### src/rtl/bmult_pkg.sv
// Shared definitions for the limb-multiplier product accumulator.
// Holds the default limb geometry, the accumulator FSM states and the accumulator width rule.
package bmult_pkg;

   localparam int PACC_LIMB_W = 26;
   localparam int PACC_NLIMB  = 4;

   typedef enum logic [1:0] {ACCUM, NORM, DONE} pacc_state_t;

   // Column accumulator width: a 2*LIMB_W product plus headroom for NLIMB products per column.
   function automatic int pacc_acc_w(input int limb_w, input int nlimb);
      return 2 * limb_w + $clog2(nlimb) + 1;
   endfunction

   localparam int PACC_ACC_W = pacc_acc_w(PACC_LIMB_W, PACC_NLIMB);

endpackage

### src/rtl/pacc_carry_step.sv
// One limb of carry normalisation: adds the incoming carry to a column sum and
// splits the result into the output limb and the carry passed to the next column.
module pacc_carry_step #(
   parameter int LIMB_W  = 26,
   parameter int ACC_W   = 55,
   parameter int CARRY_W = 30
) (
   input  logic [ACC_W-1:0]   acc,
   input  logic [CARRY_W-1:0] carry_in,
   output logic [LIMB_W-1:0]  limb,
   output logic [CARRY_W-1:0] carry_out
);

   logic [ACC_W:0] sum;

   always_comb begin
      sum       = {1'b0, acc} + {{(ACC_W + 1 - CARRY_W){1'b0}}, carry_in};
      limb      = sum[LIMB_W-1:0];
      carry_out = sum[ACC_W:LIMB_W];
   end

endmodule

### src/rtl/bmult_prod_accum.sv
// Column accumulator and limb-serial carry normaliser behind the 26x26 limb multiplier.
// Optional feature macro: PACC_ERR_CHECK_EN adds the sticky err output.
module bmult_prod_accum
   import bmult_pkg::*;
#(
   parameter int LIMB_W = PACC_LIMB_W,
   parameter int NLIMB  = PACC_NLIMB
) (
   input  logic                          clk,
   input  logic                          rst_n,
   input  logic                          in_valid,
   output logic                          in_ready,
   input  logic [2*LIMB_W-1:0]           in_prod,
   input  logic [$clog2(2*NLIMB)-1:0]    in_col,
   input  logic                          in_last,
   output logic                          out_valid,
   input  logic                          out_ready,
   output logic [2*NLIMB*LIMB_W-1:0]     out_data
`ifdef PACC_ERR_CHECK_EN
   ,
   output logic                          err
`endif
);

   localparam int NCOL    = 2 * NLIMB;
   localparam int COL_W   = $clog2(NCOL);
   localparam int K_W     = COL_W + 1;
   localparam int ACC_W   = pacc_acc_w(LIMB_W, NLIMB);
   localparam int CARRY_W = ACC_W + 1 - LIMB_W;
   localparam int OUT_W   = NCOL * LIMB_W;

   localparam logic [COL_W-1:0] MAX_COL = COL_W'(NCOL - 2);
   localparam logic [K_W-1:0]   K_END   = K_W'(NCOL);

   pacc_state_t         state_q, state_d;
   logic [ACC_W-1:0]    acc_q [NCOL];
   logic [ACC_W-1:0]    acc_d [NCOL];
   logic [K_W-1:0]      k_q, k_d;
   logic [CARRY_W-1:0]  carry_q, carry_d;
   logic [OUT_W-1:0]    out_data_q, out_data_d;
`ifdef PACC_ERR_CHECK_EN
   logic                err_q, err_d;
`endif

   logic [LIMB_W-1:0]   step_limb;
   logic [CARRY_W-1:0]  step_carry;

   pacc_carry_step #(
      .LIMB_W  (LIMB_W),
      .ACC_W   (ACC_W),
      .CARRY_W (CARRY_W)
   ) u_carry_step (
      .acc       (acc_q[k_q[COL_W-1:0]]),
      .carry_in  (carry_q),
      .limb      (step_limb),
      .carry_out (step_carry)
   );

   always_comb begin
      state_d    = state_q;
      acc_d      = acc_q;
      k_d        = k_q;
      carry_d    = carry_q;
      out_data_d = out_data_q;
`ifdef PACC_ERR_CHECK_EN
      err_d      = err_q;
`endif
      in_ready   = 1'b0;
      out_valid  = 1'b0;

      case (state_q)
         ACCUM: begin
            in_ready = 1'b1;
            if (in_valid) begin
               // Top column index has no partial products; such beats are consumed and dropped.
               if (in_col <= MAX_COL) begin
                  acc_d[in_col] = acc_q[in_col] + ACC_W'(in_prod);
               end else begin
`ifdef PACC_ERR_CHECK_EN
                  err_d = 1'b1;
`endif
               end
               if (in_last) begin
                  state_d = NORM;
                  k_d     = '0;
                  carry_d = '0;
               end
            end
         end
         NORM: begin
            // k runs one past the last limb so the final carry is judged on its own edge.
            if (k_q == K_END) begin
               state_d = DONE;
`ifdef PACC_ERR_CHECK_EN
               if (carry_q != '0) err_d = 1'b1;
`endif
            end else begin
               for (int unsigned i = 0; i < NCOL; i++) begin
                  if (k_q == K_W'(i)) out_data_d[i*LIMB_W +: LIMB_W] = step_limb;
               end
               carry_d = step_carry;
               k_d     = k_q + K_W'(1);
            end
         end
         DONE: begin
            out_valid = 1'b1;
            if (out_ready) begin
               state_d = ACCUM;
               for (int unsigned i = 0; i < NCOL; i++) acc_d[i] = '0;
               carry_d = '0;
`ifdef PACC_ERR_CHECK_EN
               err_d   = 1'b0;
`endif
            end
         end
         default: state_d = ACCUM;
      endcase
   end

   always_ff @(posedge clk) begin
      if (!rst_n) begin
         state_q    <= ACCUM;
         acc_q      <= '{default: '0};
         k_q        <= '0;
         carry_q    <= '0;
         out_data_q <= '0;
`ifdef PACC_ERR_CHECK_EN
         err_q      <= 1'b0;
`endif
      end else begin
         state_q    <= state_d;
         acc_q      <= acc_d;
         k_q        <= k_d;
         carry_q    <= carry_d;
         out_data_q <= out_data_d;
`ifdef PACC_ERR_CHECK_EN
         err_q      <= err_d;
`endif
      end
   end

   assign out_data = out_data_q;
`ifdef PACC_ERR_CHECK_EN
   assign err      = err_q;
`endif

endmodule
### config.mk
export PLATFORM = sky130hd
export DESIGN_NAME = bmult_prod_accum
export DESIGN_NICKNAME = d
export VERILOG_FILES = /design/src/rtl/bmult_pkg.sv /design/src/rtl/pacc_carry_step.sv /design/src/rtl/bmult_prod_accum.sv
export SDC_FILE = /design/constraint.sdc
export NUM_CORES = 2
export LEC_CHECK = 0
export CAP_MARGIN = 10
export CORE_ASPECT_RATIO = 1.25
export CORE_MARGIN = 4
export CORE_UTILIZATION = 50
export DETAILED_ROUTE_END_ITERATION = 12
export GPL_ROUTABILITY_DRIVEN = 0
export PLACE_DENSITY = 0.73
export SLEW_MARGIN = 20
export SYNTH_ARGS = -nofsm -noshare
export SYNTH_HDL_FRONTEND = slang
export SYNTH_SLANG_ARGS = --single-unit
export TNS_END_PERCENT = 100
### constraint.sdc
create_clock -name clk -period 11.39 [get_ports clk]
set_clock_uncertainty 0.1 [all_clocks]
set_input_delay 3.417 -clock clk [delete_from_list [all_inputs] [get_ports clk]]
set_output_delay 3.417 -clock clk [all_outputs]
set_load 0.005 [all_outputs]
==> run metrics <==
Most Crowded Layer GR met2; Min Hold Slack 0.364 ns; via count 30.7k; initial drt markers 3539; largest area contributor in the netlist dfxtp_1; first-pass GRT wire length 177000 um; Final Hold Fails 0; most used cell, CP o21ai_0; combinational power share 8.7%; hold crit path type flip-flop to flip-flop; design area 39800 um2; number of antenna violations at the first check in global routing 2; grt total ovfl 0; final slew viol count 0; share of the synthesized area in the top cell type 39.7%; Sum Neg Setup Slack 0 ns; worst-margin pin slew 1.16 ns; Leak Pwr 14.4 nW; commonest non-fill, non-tap cell in the layout dfxtp_1; buffer count from post-CTS setup fixing 0; root buffer cell clkbuf_16; crit-path max FO 34; Peak supply drop 0.110 mV; Syn Std Cell Area 34500 um2; CP Data Required Time 11.80 ns; DP Wirelength 74000 um; top cells by area, synth dfxtp_1 (40%), a22oi_1 (10%), mux4_2 (5.2%), nor2b_1 (5.1%), nand2_1 (4.5%); crit path time final 9.21 ns; # nets final 3984; RSZ-0062 raised after global routing false; CTS tree yes; final WL 117000 um; leading cell types in the layout, fill and taps excluded dfxtp_1 (681), a22oi_1 (481), nand2_1 (410); met1 Track Usage GR 38.6%; dpl cell area 37500 um2; critical path depth 16; post-cts resize count 0; Area Growth Syn to Fin 15.4%; post-layout util 58.3%; Hold Path Depth 2; # IOs 270; Initial Utilization 50.6%; Avg Cell Area, Syn 9.19 um2; worst skew pair latency 0.62 ns; YS warnings 0; die area 73300 um2; non-filler cells, final 4754; clock power share 44.6%; post-synthesis instance total 3755; max cap viols 0; Via density 6.45; CTS Buffer Depth 3; # port buffers 269; crit path DAT 9.62 ns; Netlist cell types 91; Die W 243 um; maximum clock frequency 0.109 GHz; P_sw 1.31 mW; FFs w/ async S/R, synth 0%; # rows 107; largest net degree at the start of global routing 289; cts hold-fix bufs 0; H-tree depth 3; core area 68300 um2; Chip Height 302 um; critical path class input pin to flip-flop; share of total power in sequential cells 46.6%; Top delay family on crit path compound AO/OA/AOI/OAI gates; Startpoint Class input pin; Sw Share 24.8%; Int Power 3.96 mW; status finished, final reports clean; number of global-route vias before repair 29.2k; worst path cell trace clkdlybuf4s50_1 > and3_2 > buf_4 > a22oi_1 > nand4_1 > ha_1 > nand2_1 > o21ai_0 > a211o_1 > a211oi_1 > o21ai_1 > a21oi_1 > nor2_1 > xnor2_1 > o21ai_0 > and2_1; first-pass detailed-route iteration total 6; Synth Register Bits 684; top_reg_cell synth dfxtp_1; diode count 0; Critical-path top delay cell clkdlybuf4s50_1; sequential area share after synthesis 39.7%; PwrDens 132 nW/um2; Worst R2R Path Depth 14; cts bufs inserted 69; post-route clock period utilization 80.9%; dpl cells 4637; Post-synth EDFFs 0; GR Util met2 49.8%; clock sinks 684; total track usage 30.7%; DRC Markers 0; CP endpoint kind flip-flop; WP buf/inv 2; Setup Viol. Count Final 0; post-DR wirelength/cell 24.7 um; proportion of layout cells with a drive suffix above 1 8.14%; Final ANT Viol Nets 0; Slew headroom 22.2%; post-synth net total 3903; grt met3 use 6.46%; clk slew on worst S/H paths 0.07 ns; CP max stage delay 0.99 ns
cell type report:
class | instances | area (um2)
Sequential cell | 684 | 13700
Clock inverter | 20 | 259
Clock buffer | 97 | 2040
Multi-Input combinational cell | 2735 | 19500
Timing Repair Buffer | 317 | 3080
Fill cell | 5969 | 28400
Tap cell | 872 | 1090
Inverter | 29 | 109
metrics by stage:
stage	power (mW)	setup slack, ns
final	5.27	2.18
after CTS	5.28	2.54
after floorplan	2.80	3.76
after global routing	5.42	2.10
after global placement	2.96	1.96
after detailed placement	2.96	1.93
layer usage:
layer  vias to the layer above  part of all wire [%]  routed length [um]
met1                     14500                    38               44900
met4                         4                   5.8                6800
met3                       435                    11               12600
met5                         -                 0.023                  27
met2                      1790                    45               53100
li1                      13900                     -                   -
worst register-to-register path, cell delays in order (launching register included):
cell	delay, ns
dfxtp_4	0.92
buf_4	0.77
mux4_2	0.64
mux2_2	0.33
ha_1	0.41
and4_1	0.27
nand2_1	0.06
o211ai_1	0.28
o21ai_0	0.30
o21a_1	0.30
o31a_1	0.27
o21a_1	0.20
xor2_1	0.82
nand2_1	0.15
o211a_1	0.16
kinds of logic (layout without fill, tap and decap cells):
group	Yosys count	count (layout)	synth area share (%)
xor gates and xnor gates	99	99	2.51
DFF	684	684	39.7
and+or+nand+nor	1252	1252	19.0
AOI/OAI and AO/OA	1131	1131	22.2
adders and majority gates	88	88	3.23
buffers and inverters	336	463	4.12
muxes	165	165	9.32
flip-flops by register name, summed over array words and instances, names as in the netlist:
signal    count
acc_q       440
carry_q      30
k_q           4
out_data    208
state_q       2
power groups by stage:
| stage | Sequential [mW] | Clock, mW | Combinational (mW) |
|---|---|---|---|
| 6_report | 2.46 | 2.35 | 0.461 |
| 2_1_floorplan | 2.49 | 0 | 0.308 |
| 4_1_cts | 2.46 | 2.37 | 0.451 |
| 5_1_grt | 2.46 | 2.47 | 0.489 |
| 3_3_place_gp | 2.51 | 0 | 0.445 |
| 3_5_place_dp | 2.51 | 0 | 0.449 |
synthesized netlist by cell type (10+ instances only):
cell type,number
buf_1,16
ha_1,86
a21o_1,33
mux2i_1,20
xnor2_1,51
mux4_1,27
o21bai_1,16
a22oi_1,481
mux2_2,32
nand3_1,115
nand2_1,411
clkbuf_1,263
a21boi_0,58
mux4_2,80
nor3_1,20
o21ai_0,288
and2_1,173
nor2b_1,279
nor2_1,65
buf_2,10
or3_1,10
dfxtp_1,684
o211a_1,26
o31ai_1,10
nand4_1,74
and3_1,67
o21ai_1,13
o21a_1,20
a21oi_1,102
xor2_1,48
inv_1,28
worst paths after layout:
kind | from | end | slack [ns]
worst min register to register | out_data[106]$_SDFFE_PN0P_ | out_data[106]$_SDFFE_PN0P_ | 0.36
worst max-delay path | in_col[1] | acc_q[255]$_SDFFE_PN0P_ | 2.18
worst max register to register | k_q[1]$_SDFFE_PN0P_ | out_data[103]$_SDFFE_PN0P_ | 5.29
worst min-delay path | out_data[106]$_SDFFE_PN0P_ | out_data[106]$_SDFFE_PN0P_ | 0.36
No activity file was read; power rests on OpenSTA's default activity.
